**config.mk**
```make
export PLATFORM = sky130hd
export DESIGN_NAME = gpio_ctrl
export DESIGN_NICKNAME = d
export VERILOG_FILES = /design/src/rtl/gpio_ctrl.sv
export SDC_FILE = /design/constraint.sdc
export NUM_CORES = 1
export LEC_CHECK = 0
export CAP_MARGIN = 25
export CORE_UTILIZATION = 30
export DETAILED_ROUTE_END_ITERATION = 6
export PLACE_DENSITY = 0.49
export SLEW_MARGIN = 20
export SYNTH_ARGS = -nofsm -noshare
export SYNTH_HDL_FRONTEND = slang
export SYNTH_SLANG_ARGS = --single-unit
```
**constraint.sdc**
```tcl
create_clock -name clk -period 1.6 [get_ports clk]
set_input_delay 0.24 -clock clk [delete_from_list [all_inputs] [get_ports clk]]
set_output_delay 0.24 -clock clk [all_outputs]
set_load 0.005 [all_outputs]
```
**src/rtl/gpio_ctrl.sv**
```systemverilog
// rtl/gpio_ctrl.sv - GPIO controller with set/clear outputs, pin interrupts and aggregated irq.
// Per-pin input debounce is compiled in when GPIO_DEBOUNCE_EN is defined.
module gpio_ctrl #(
    parameter int GPIO_NUM = 32,
    parameter int DBC_W    = 16
) (
    input  logic                clk,
    input  logic                rst,
    input  logic [7:0]          waddr_i,
    input  logic [31:0]         data_i,
    input  logic [3:0]          sel_i,
    input  logic                we_i,
    input  logic [7:0]          raddr_i,
    input  logic                rd_i,
    output logic [31:0]         data_o,
    input  logic [GPIO_NUM-1:0] gpio_in,
    output logic [GPIO_NUM-1:0] gpio_oe,
    output logic [GPIO_NUM-1:0] gpio_out,
    output logic                irq_o
);

    localparam logic [7:0] OFF_DIN  = 8'h00;
    localparam logic [7:0] OFF_OPT  = 8'h04;
    localparam logic [7:0] OFF_OEC  = 8'h08;
    localparam logic [7:0] OFF_OMD  = 8'h0C;
    localparam logic [7:0] OFF_OSET = 8'h10;
    localparam logic [7:0] OFF_OCLR = 8'h14;
    localparam logic [7:0] OFF_IEN  = 8'h18;
    localparam logic [7:0] OFF_ITYP = 8'h1C;
    localparam logic [7:0] OFF_IPOL = 8'h20;
    localparam logic [7:0] OFF_IPND = 8'h24;
    localparam logic [7:0] OFF_DBC  = 8'h28;

    logic [GPIO_NUM-1:0] opt;
    logic [GPIO_NUM-1:0] oec;
    logic [GPIO_NUM-1:0] omd;
    logic [GPIO_NUM-1:0] ien;
    logic [GPIO_NUM-1:0] ityp;
    logic [GPIO_NUM-1:0] ipol;
    logic [GPIO_NUM-1:0] ipnd;

    logic [GPIO_NUM-1:0] sync1;
    logic [GPIO_NUM-1:0] sync2;
    logic [GPIO_NUM-1:0] din_f;
    logic [GPIO_NUM-1:0] din_prev;
    logic [GPIO_NUM-1:0] evt;
    logic [GPIO_NUM-1:0] hit;
    logic [31:0]         dbc_rd;

    logic [31:0]         bmask;
    logic [31:0]         wbits;
    logic [GPIO_NUM-1:0] wmask;
    logic [GPIO_NUM-1:0] wset;

    // Byte lanes not enabled keep their old contents in every RW register.
    assign bmask = {{8{sel_i[3]}}, {8{sel_i[2]}}, {8{sel_i[1]}}, {8{sel_i[0]}}};
    assign wbits = data_i & bmask;
    assign wmask = bmask[GPIO_NUM-1:0];
    assign wset  = wbits[GPIO_NUM-1:0];

    logic wr_opt, wr_oec, wr_omd, wr_oset, wr_oclr;
    logic wr_ien, wr_ityp, wr_ipol, wr_ipnd, wr_dbc;

    assign wr_opt  = we_i && (waddr_i == OFF_OPT);
    assign wr_oec  = we_i && (waddr_i == OFF_OEC);
    assign wr_omd  = we_i && (waddr_i == OFF_OMD);
    assign wr_oset = we_i && (waddr_i == OFF_OSET);
    assign wr_oclr = we_i && (waddr_i == OFF_OCLR);
    assign wr_ien  = we_i && (waddr_i == OFF_IEN);
    assign wr_ityp = we_i && (waddr_i == OFF_ITYP);
    assign wr_ipol = we_i && (waddr_i == OFF_IPOL);
    assign wr_ipnd = we_i && (waddr_i == OFF_IPND);
    assign wr_dbc  = we_i && (waddr_i == OFF_DBC);

    always_ff @(posedge clk) begin
        if (rst) begin
            opt  <= '0;
            oec  <= '0;
            omd  <= '0;
            ien  <= '0;
            ityp <= '0;
            ipol <= '0;
        end else begin
            if (wr_opt)
                opt <= (opt & ~wmask) | wset;
            else if (wr_oset)
                opt <= opt | wset;
            else if (wr_oclr)
                opt <= opt & ~wset;
            if (wr_oec)
                oec <= (oec & ~wmask) | wset;
            if (wr_omd)
                omd <= (omd & ~wmask) | wset;
            if (wr_ien)
                ien <= (ien & ~wmask) | wset;
            if (wr_ityp)
                ityp <= (ityp & ~wmask) | wset;
            if (wr_ipol)
                ipol <= (ipol & ~wmask) | wset;
        end
    end

    // Open-drain pins drive low when OPT=0 and float when OPT=1.
    assign gpio_oe  = oec & ~(omd & opt);
    assign gpio_out = oec & ~omd & opt;

    always_ff @(posedge clk) begin
        if (rst) begin
            sync1 <= '0;
            sync2 <= '0;
        end else begin
            sync1 <= gpio_in;
            sync2 <= sync1;
        end
    end

`ifdef GPIO_DEBOUNCE_EN
    logic [DBC_W-1:0] dbc;
    logic [DBC_W-1:0] cnt [GPIO_NUM];
    logic [31:0]      dbc_mask;

    assign dbc_mask = bmask;
    assign dbc_rd   = 32'(dbc);

    always_ff @(posedge clk) begin
        if (rst)
            dbc <= '0;
        else if (wr_dbc)
            dbc <= (dbc & ~dbc_mask[DBC_W-1:0]) | wbits[DBC_W-1:0];
    end

    // A pin's filtered value follows the synchronised input only after it has
    // disagreed for DBC consecutive cycles; any agreement restarts the count.
    always_ff @(posedge clk) begin
        if (rst) begin
            din_f <= '0;
            for (int i = 0; i < GPIO_NUM; i++)
                cnt[i] <= '0;
        end else begin
            for (int i = 0; i < GPIO_NUM; i++) begin
                if (sync2[i] != din_f[i]) begin
                    if (cnt[i] == dbc) begin
                        din_f[i] <= sync2[i];
                        cnt[i]   <= '0;
                    end else if (cnt[i] != '1) begin
                        cnt[i] <= cnt[i] + DBC_W'(1);
                    end
                end else begin
                    cnt[i] <= '0;
                end
            end
        end
    end
`else
    logic [DBC_W-1:0] dbc_zero;
    logic             dbc_wr_unused;

    assign din_f         = sync2;
    assign dbc_zero      = '0;
    assign dbc_rd        = 32'(dbc_zero);
    assign dbc_wr_unused = wr_dbc;
`endif

    // Level mode matches IPOL; edge mode needs a change that lands on IPOL.
    assign hit = (~ityp & ~(din_f ^ ipol)) |
                 (ityp & (din_f ^ din_prev) & ~(din_f ^ ipol));

    always_ff @(posedge clk) begin
        if (rst) begin
            din_prev <= '0;
            evt      <= '0;
            ipnd     <= '0;
            irq_o    <= 1'b0;
        end else begin
            din_prev <= din_f;
            evt      <= hit;
            ipnd     <= (ipnd & ~(wr_ipnd ? wset : '0)) | evt;
            irq_o    <= |(ipnd & ien);
        end
    end

    always_ff @(posedge clk) begin
        if (rst) begin
            data_o <= '0;
        end else if (rd_i) begin
            case (raddr_i)
                OFF_DIN:  data_o <= 32'(din_f);
                OFF_OPT:  data_o <= 32'(opt);
                OFF_OEC:  data_o <= 32'(oec);
                OFF_OMD:  data_o <= 32'(omd);
                OFF_IEN:  data_o <= 32'(ien);
                OFF_ITYP: data_o <= 32'(ityp);
                OFF_IPOL: data_o <= 32'(ipol);
                OFF_IPND: data_o <= 32'(ipnd);
                OFF_DBC:  data_o <= dbc_rd;
                default:  data_o <= '0;
            endcase
        end
    end

endmodule

```
## Word level (Yosys, flattened, before mapping)

Index checks and enable logic that the tools add are counted.

- Output and inout port bits: 97
- Input port bits: 88
- Register bits: 385
- Word-level logic and storage cells: 81

- Equality and inequality tests: 16
- Bitwise logic cells: 35
- Reduce and logical (&&, ||, !) cells: 12
- Mux-type cells: 5

Operators with widths:

| kind | count |
|---|---|
| 32-bit AND | 17 |
| 32-bit OR | 9 |
| 32-bit one-hot mux with 8 select lines | 1 |
| 32-bit NOT | 7 |
| 32-bit two-way mux | 4 |
| 32-bit bitwise XOR | 2 |
| 8-bit by 5-bit equality test with 1-bit output, second input constant | 6 |
| 8-bit by 4-bit equality test with 1-bit output, second input constant | 4 |
| 8-bit by 6-bit equality test with 1-bit output, second input constant | 4 |
| 32-bit OR reduction | 1 |
| 8-bit by 3-bit equality test with 1-bit output, second input constant | 2 |
| 1-bit logical AND | 9 |
| 8-bit logical NOT | 1 |
| 3-bit nonzero test | 1 |

## Logic depth before layout (Yosys ltp)

Gate-level depths: netlist of run 1.

- Depth in word-level cells: 6
- Gate-level depth with buffers: 7
- Mapped depth without buffers: 4

## Worst setup path before layout of run 1

OpenSTA, ideal clock, no wires.

- Path kind: input -> register
- Start: input port raddr_i[2]
- End: register data_o[21]
- Arrival time: 1.579 ns
- Library setup time: 0.130 ns
- Required time: 1.470 ns
- Cell stages on the path: 7
- Path buffers: 3
- Slack: -0.109 ns
- Cell sequence: buf_2 > buf_2 > buf_2 > mux2i_1 > nor2_1 > a221oi_1 > o21ai_0

- Word-level cells in the longest chain between the ends: 2
- Elaborated cells on any way between the ends: 9
- Those cells by class: eq/ne: 7; mux: 1; reduce/logical: 1

RTL lines:

| element | line | RTL |
|---|---|---|
| start, declared | 13 | `input logic [7:0] raddr_i,` |
| 8-bit by 6-bit equality test with 1-bit output, or another cell as far along | 186 | `case (raddr_i)` |
| 32-bit one-hot mux with 8 select lines * | 186 |  |
| end signal, assigned | 187 | `OFF_DIN: data_o <= 32'(din_f);` |
| end signal, assigned | 188 | `OFF_OPT: data_o <= 32'(opt);` |
| end signal, assigned | 189 | `OFF_OEC: data_o <= 32'(oec);` |
| end, declared | 15 | `output logic [31:0] data_o,` |

Mark *: on every way between the ends. The rest lies on a longest branch, timed or not.
A chain may end at the register's enable or synchronous reset.

==> results of run 1 <==
-- worst max-delay path, delay by kind of cell --
family                 cells  cell delay (ps)
AOI/OAI and AO/OA          1              240
buffers and inverters      4              700
and+or+nand+nor            3              860
-- final timing paths --
check               end  slack (ps)        from
min            sync1[5]         190  gpio_in[5]
max reg2reg  data_o[19]          30        flop
min reg2reg     ipnd[4]         430      evt[4]
max                flop           1  waddr_i[5]
-- logic make-up after synthesis --
kind of cell              Yosys count  synth area share (%)
DFF                               385                  47.1
AOI/OAI and AO/OA                 278                  11.0
and+or+nand+nor                   721                  22.0
muxes                             226                  16.2
xor gates and xnor gates            1                0.0536
buffers and inverters             138                  3.61
-- power breakdown --
| part | internal [mW] | total (mW) | switching, mW | leakage, nW |
|---|---|---|---|---|
| registers | 9.75 | 9.92 | 0.162 | 3.19 |
| logic | 0.681 | 1.46 | 0.784 | 5.99 |
| clock network | 6.10 | 10.2 | 4.13 | 0.711 |
-- per-layer routing --
metal,vias up,part of all wire (%)
met1,6926,47
met3,79,5.3
met5,-,0
met4,0,2.5
met2,379,46
li1,6721,-
-- cell type report --
| cell class | instances | area share (%) |
|---|---|---|
| clock inverters | 9 | 0.655 |
| repair buffers | 350 | 15.9 |
| well taps | 696 | 3.89 |
| flip-flops and latches | 385 | 35.3 |
| multi-input cells | 1226 | 37.8 |
| clock buffers | 70 | 5.86 |
| inverters | 34 | 0.571 |
-- synth_stat cells (all sizes together) (3+ instances only) --
cell    number  area (um2)
nand4       24         250
and4         4        35.0
a22oi       16         120
a21oi       68         340
clkbuf      76         287
nor2b      130         813
a21boi      32         240
nand2      192         721
dfxtp      385        7710
mux4        31         698
inv         33         124
nor4b        4        68.8
a31oi       32         200
nor2       226         848
nand3       33         165
mux2i      195        1950
nor4         4        55.1
a221oi      31         272
or4b         3        33.8
a31o        32         280
o21ai       65         325
buf         28         176
and2b       30         225
nor3        65         337
-- cells in the final DEF (no fill, tap or decap), types with 25 or more instances in the layout --
cell type	synthesis	final
a31o_1	32	32
dfxtp_1	385	303
nand3_1	33	33
o21ai_1	6	33
clkdlybuf4s50_1	0	74
dlygate4sd2_1	0	38
nand2_1	192	192
dfxtp_2	0	50
mux4_2	31	31
o21ai_0	59	32
mux2i_1	195	195
and2b_1	30	30
a221oi_1	31	31
buf_2	21	35
buf_4	0	104
buf_12	0	47
nor2_1	226	203
clkbuf_16	0	49
nor3_1	64	38
a21oi_1	68	68
dfxtp_4	0	32
a31oi_1	32	32
nor3_2	0	25
nor2b_1	130	129
inv_1	33	33
a21boi_2	0	25
-- through the flow --
stage | hold WS [ps] | area, um2 | utilization (%) | total power, mW
CTS | 166 | 22200 | 41.3 | 21.9
detailed placement | 420 | 20300 | 37.7 | 11.6
global route | 193 | 22400 | 41.6 | 22.4
floorplan | 368 | 16500 | - | 10.8
finish | 194 | 22400 | 41.6 | 21.6
global placement | 414 | 20300 | 37.7 | 11.6
-- timing repair --
action                                  in CTS  in global routing
gates resized for setup                    426                 69
pin swaps                                   25                 17
buffers inserted                            23                  3
hold buffers                                 1                  0
endpoints found under the setup margin     131                114
endpoints found under the hold margin        9                  0
cloned                                       3                  5
==> impl_metrics.csv, run 1 <==
group,metric,value,unit
outcome,status,"completed",
global_route,grtUsageMet1,27.8,%
critical_path,critPathKind,"input port to flop",
critical_path,cp.required,2060,ps
power_and_ir_drop,leakage,9.89,nW
routing,drt_iter0_drc,968,
routing,drt_wl_total,57600,um
final_layout,syn2layout_area_growth,36.8,%
power_and_ir_drop,peakVddDrop,0.707,mV
final_layout,drive_gt1_share,24.7,%
sta,finalClockSkew,27.1,ps
floorplan,rows,85,
critical_path,cp_slowest_cell,"or4b_4",
clocking,htreeDepth,2,
global_route,use_met2,32.3,%
final_layout,ff_latch_area,0.00789,mm2
placed_design,dp.cells,2656,
sta,finalSetupViolations,0,
clocking,worstSkewPairLatency,600,ps
critical_path,cp-start-kind,"input port",
sta,worst_slack,1.05,ps
global_route,antenna_found_initial,2,
placed_design,port_buffers,184,
sta,fmax,625,MHz
critical_path,crit_arrival,2060,ps
yosys,synth.distinct_cells,44,
critical_path,ff2ff_path_depth,4,
routing,avgRoutedWirePerCell,20.8,um
routing,ant_nets,0,
sta,fin_tns_setup,0,ps
placed_design,place_hpwl,37200,um
global_route,track_usage,20.1,%
final_layout,nNetsFinal,2130,
worst_hold_path,min_path_type,"input port to flop",
yosys,async_flop_share,0,%
sta,worst_slew_pin_slew,527,ps
critical_path,crit_path_cell_trace,"dlygate4sd2_1, or4b_4, buf_6, nor3_4, buf_6, buf_12, nand3_1, a31o_1",
global_route,grt_pass1_vias,13900,
floorplan,die-area,0.0554,mm2
floorplan,io_pins,185,
yosys,synth_edf_count,0,
floorplan,core_area,0.0538,mm2
worst_hold_path,whs_path_depth,2,
global_route,grt_pass1_wl,85300,um
routing,avgViaCountPerCell,5.09,
floorplan,start_util,30.4,%
power_and_ir_drop,power_density,966,mW/mm2
global_route,overflow,0,
sta,slew_violations,0,
global_route,met3_usage,3.06,%
yosys,synth_ff_type,"dfxtp_1",
critical_path,slowest_delay,580,ps
sta,relSlewSlack,64.9,%
clocking,cts_tree,"done",
global_route,grt_max_degree,103,
critical_path,worstPathMaxFanout,8,
yosys,postSynthCellCount,1749,
yosys,syn_nets,1837,
floorplan,die_width,235,um
yosys,syn_area,0.0163,mm2
yosys,avgSynthCellArea,9.35,um2
sta,period_needed,1600,ps
routing,vias,14100,
final_layout,multiInputGateArea,0.00846,mm2
final_layout,nFillCells,5303,
clocking,cts-root-buf,"clkbuf_16",
sta,finalCritPeriodShare,99.9,%
critical_path,end_kind,"flop",
routing,drc_errors,0,
floorplan,fp.dieH,235,um
clocking,cts_buffers,45,
placed_design,dpl_worst_slack,-740,ps
routing,drtPass1Iterations,5,
final_layout,num_antenna_cells,0,
clocking,clk_pin_slew,60,ps
yosys,yosysSeqAreaShare,47.1,%
sta,hold_viol_final,0,
yosys,yosysWarningCount,0,
placed_design,place.gp.congestion,0.803,
clocking,cts_sinks,385,
critical_path,crit_top_cell,"buf_6",
yosys,synth_seq_cells,385,
final_layout,stdcell_count,2770,
run,max_cap_violations,0,
global_route,grt_busiest_layer,"met2",
clocking,clockBufferDepth,3,
(Power assumes the default switching activity.)
==> run 2, diff against run 1 <==
Settings changed: SKIP_CTS_REPAIR_TIMING set to 1.
==> run 2 against run 1 <==
Net effect: the run now ends with setup timing left; design area up 0.80%; worst setup slack worse by 270 ps; clock skew increased by 1.0 ps; sequential share of layout area down 0.41 points; clock-buffer cell count is the same; global-route usage is 0.70 points lower; fmax decreased by 15%; wire length fell by 1.6%; power about the same; clock power is essentially flat; via count shrank 1.1%; largest power group unchanged; highest routed layer unchanged.
==> impl_metrics.csv, run 2 (synthesized netlist as in run 1, its figures left out) <==
group,metric,value,unit
outcome,status,"finished with violations",
outcome,violations,"setup timing",
global_route,track_usage,19.4,%
critical_path,critPathTopFamily,"buffers and inverters",
power_and_ir_drop,comb_power_share,6.7,%
power_and_ir_drop,leakage,11.2,nW
clocking,clk_pin_slew,50,ps
global_route,grt_pass1_vias,13500,
sta,finalSetupViolations,5,
routing,drt_iter0_drc,987,
critical_path,critPathKind,"flop to primary output",
placed_design,place.gp.congestion,0.803,
floorplan,fp.dieH,235,um
placed_design,port_buffers,184,
routing,vias,14000,
final_layout,stdcell_count,2745,
worst_hold_path,min_path_type,"input port to flop",
clocking,cts_buffers,45,
routing,ant_nets,0,
final_layout,num_antenna_cells,0,
critical_path,crit_buf_inv,1,
sta,fmax,534,MHz
critical_path,cp_slowest_cell,"clkdlybuf4s50_1",
global_route,overflow,0,
floorplan,start_util,30.4,%
routing,avgRoutedWirePerCell,20.6,um
placed_design,dp.cells,2656,
sta,period_needed,1870,ps
critical_path,worstPathMaxFanout,4,
sta,slew_violations,0,
clocking,htreeDepth,2,
routing,avgViaCountPerCell,5.08,
sta,worst_slack,-274,ps
sta,finalClockSkew,28.2,ps
final_layout,nNetsFinal,2105,
power_and_ir_drop,pwr-share-seq,45.9,%
floorplan,core_area,0.0538,mm2
floorplan,io_pins,185,
floorplan,die_width,235,um
placed_design,place_hpwl,37200,um
power_and_ir_drop,peakVddDrop,0.711,mV
routing,drc_errors,0,
critical_path,end_kind,"primary output",
critical_path,crit_path_cell_trace,"a21boi_2, clkdlybuf4s50_1",
critical_path,crit_arrival,1630,ps
power_and_ir_drop,p_switching,5.07,mW
sta,finalCritPeriodShare,117,%
critical_path,cp.required,1360,ps
sta,relSlewSlack,65.3,%
floorplan,die-area,0.0554,mm2
placed_design,dpl_worst_slack,-740,ps
power_and_ir_drop,p_total,21.6,mW
global_route,grt_max_degree,103,
clocking,cts_sinks,385,
sta,hold_viol_final,0,
final_layout,final_common_cell,"dfxtp_1",
floorplan,rows,85,
power_and_ir_drop,switching_share,23.5,%
power_and_ir_drop,clockPowerShare,47.3,%
sta,rsz0062_at_grt,"yes",
final_layout,fin_util,41.9,%
final_layout,drive_gt1_share,20.0,%
critical_path,slowest_delay,510,ps
global_route,grt_pass1_wl,82800,um
clocking,worstSkewPairLatency,600,ps
critical_path,cp-start-kind,"flop",
sta,fin_tns_setup,-294,ps
clocking,clockBufferDepth,3,
final_layout,layout_common_cells,"dfxtp_1 (314), nor2_1 (214), mux2i_1 (195)",
sta,worst_slew_pin_slew,521,ps
power_and_ir_drop,power.internal,16.5,mW
final_layout,syn2layout_area_growth,37.9,%
global_route,antenna_found_initial,2,
routing,drtPass1Iterations,5,
routing,drt_wl_total,56600,um
power_and_ir_drop,power_density,959,mW/mm2
clocking,cts_tree,"done",
clocking,cts-root-buf,"clkbuf_16",
run,max_cap_violations,0,
run 2: changes by cell type in the layout (fill, tap and decap cells not counted), moves of 11 or more:
cell and change:
nor2_2 -11, dfxtp_1 +11, nor2_1 +11, dlymetal6s2s_1 +93
buf_4 -20, buf_2 -35, dlygate4sd2_1 -38, clkbuf_2 -16
run 2: final cells by class:
| type | count | area [um2] |
|---|---|---|
| clock buffer | 70 | 1310 |
| fill | 5269 | 31300 |
| timing repair buffer | 325 | 3840 |
| sequential | 385 | 7860 |
| clock inverter | 9 | 146 |
| multi-input combinational | 1226 | 8390 |
| inverter | 34 | 128 |
| tap | 696 | 871 |
run 2: worst paths after layout:
check	start	end	slack (ps)	cells after the start
hold reg to reg	evt[4]	ipnd[4]	430	2
hold / removal	gpio_in[5]	sync1[5]	200	2
setup / recovery	flop	gpio_oe[0]	-270	2
setup reg to reg	din_f[31]	data_o[31]	130	3
run 2: through the flow:
stage / hold WS, ps / cell area [um2]
global placement: 414 / 20300
floorplan: 368 / 16500
detailed placement: 420 / 20300
CTS: -46.5 / 21800
finish: 196 / 22500
global route: 193 / 22500
run 2: power by group through the flow:
stage | Combinational (mW) | Clock [mW] | Sequential [mW]
final | 1.46 | 10.2 | 9.92
after global routing | 1.56 | 10.9 | 9.94
after CTS | 1.43 | 10.5 | 9.97
after detailed placement | 1.42 | 0 | 10.2
after global placement | 1.42 | 0 | 10.2
after floorplan | 0.688 | 0 | 10.1
run 2: metal layers:
metal  GRT usage (%)  wire [um]
met5               0          0
met4            5.94       1330
met3            2.81       3100
met2            30.7      25600
met1            27.3      26600
==> run 3, diff against run 2 <==
Clock period 1.6 ns to 1.55 ns, I/O delays scaled along.
==> run 3 against run 2 <==
Net effect: the run now ends clean; hold slack got worse by 63 ps; combinational power barely moved; clock power hardly changed; final cell count barely moved; wire length fell by 1.3%; critical endpoint is now data_o[4].
==> impl_metrics.csv, run 3 (synthesized netlist as in run 1, its figures left out) <==
group,metric,value,unit
placed_design,dpl_worst_slack,-745,ps
sta,worst_slew_pin_slew,460,ps
critical_path,critPathKind,"input port to flop",
floorplan,die_width,235,um
clocking,cts_buffers,44,
critical_path,worstPathMaxFanout,15,
critical_path,reg2reg_to,"data_o[11]",
worst_hold_path,whs_path_depth,3,
global_route,track_usage,19.2,%
placed_design,place.gp.congestion,0.784,
global_route,grt_max_degree,94,
worst_hold_path,min_from,"rst",
final_layout,ff_latch_area,0.00788,mm2
routing,drc_errors,0,
floorplan,fp.dieH,235,um
routing,drt_iter0_drc,946,
sta,worst_slack,21.1,ps
final_layout,final_common_cell,"dfxtp_1",
floorplan,core_area,0.0538,mm2
critical_path,r2r_slack,70,ps
placed_design,port_buffers,184,
sta,timing.hold.ws,133,ps
critical_path,crit_arrival,2020,ps
sta,finalClockSkew,15.1,ps
routing,vias,13900,
clocking,cts_tree,"done",
clocking,clockBufferDepth,3,
floorplan,rows,85,
floorplan,die-area,0.0554,mm2
clocking,clk_pin_slew,60,ps
critical_path,cp-start-kind,"input port",
sta,finalCritPeriodShare,98.6,%
placed_design,place_hpwl,38100,um
final_layout,layout_common_cells,"dfxtp_1 (303), nor2_1 (210), mux2i_1 (195)",
critical_path,cp.required,2040,ps
routing,ant_nets,0,
global_route,overflow,0,
power_and_ir_drop,leakage,11.2,nW
final_layout,nFillCells,5284,
global_route,antenna_found_initial,1,
final_layout,syn2layout_area_growth,36.9,%
final_layout,multiInputGateArea,0.00835,mm2
clocking,cts-root-buf,"clkbuf_16",
sta,period_needed,1530,ps
global_route,grt_pass1_vias,13400,
sta,relSlewSlack,69.3,%
floorplan,start_util,30.4,%
critical_path,end_kind,"flop",
routing,drt_wl_total,55900,um
routing,avgViaCountPerCell,5.06,
clocking,worstSkewPairLatency,570,ps
outcome,status,"completed",
routing,drtPass1Iterations,5,
sta,rsz0062_at_grt,"yes",
power_and_ir_drop,power_density,967,mW/mm2
final_layout,fin_util,41.6,%
critical_path,ff2ff_path_depth,5,
clocking,cts_sinks,385,
sta,hold_viol_final,0,
sta,finalSetupViolations,0,
power_and_ir_drop,p_total,21.6,mW
routing,avgRoutedWirePerCell,20.4,um
worst_hold_path,min_path_type,"input port to flop",
sta,fmax,654,MHz
sta,slew_violations,0,
power_and_ir_drop,peakVddDrop,0.650,mV
run,max_cap_violations,0,
clocking,htreeDepth,2,
final_layout,nNetsFinal,2108,
sta,fin_tns_setup,0,ps
global_route,grt_pass1_wl,81800,um
floorplan,io_pins,185,
final_layout,drive_gt1_share,20.2,%
run 3: cell types whose count changed in the layout (fill, tap and decap cells not counted), moves of 5 or more:
cell and change:
o21ai_1 -20, clkdlybuf4s50_1 -7, dfxtp_2 +8, o21ai_0 +20, buf_12 -5, dfxtp_1 -11
buf_4 +6, nor3_2 -20, nor3_1 +20
run 3: layout make-up:
cell class / instances / share of cell area, %
clock buffers: 68 / 5.87
flip-flops and latches: 385 / 35.2
repair buffers: 329 / 17.0
multi-input cells: 1226 / 37.3
well taps: 696 / 3.89
diodes: 1 / 0.0112
inverters: 34 / 0.570
clock inverters: 7 / 0.157
run 3: per-layer routing:
| layer | wire [um] | global-route usage [%] |
|---|---|---|
| met1 | 26400 | 26.5 |
| met2 | 25500 | 30.7 |
| met3 | 2580 | 3.03 |
| met4 | 1450 | 6.26 |
| met5 | 13 | 0 |
run 3: power by group:
part / internal, mW / leakage, nW / switching [mW]
sequential: 10.1 / 3.19 / 0.167
combinational: 0.696 / 7.36 / 0.788
clock: 5.78 / 0.669 / 4.13
total: 16.5 / 11.2 / 5.08
run 3: critical path, stage by stage:
cell and delay [ps]:
clkdlybuf4s50_1 470, or4_4 460, nor3_4 210, buf_12 160, clkbuf_16 230, a221oi_1 100
o21ai_0 140
run 3: worst max path at each step:
stage                from      endpoint  cells past startpoint
2_1_floorplan  waddr_i[5]          flop                      5
3_3_place_gp   waddr_i[7]          flop                      6
3_5_place_dp   waddr_i[7]          flop                      6
4_1_cts              flop   gpio_oe[19]                      3
5_1_grt              flop  gpio_out[28]                      4
6_report       raddr_i[4]     data_o[4]                      7
run 3: stage by stage:
stage / instance area, um2 / cells
2_1_floorplan: 16400 / 1749
3_3_place_gp: 20200 / 2655
3_5_place_dp: 20200 / 2655
4_1_cts: 21500 / 2730
5_1_grt: 22400 / 2745
6_report: 22400 / 2746
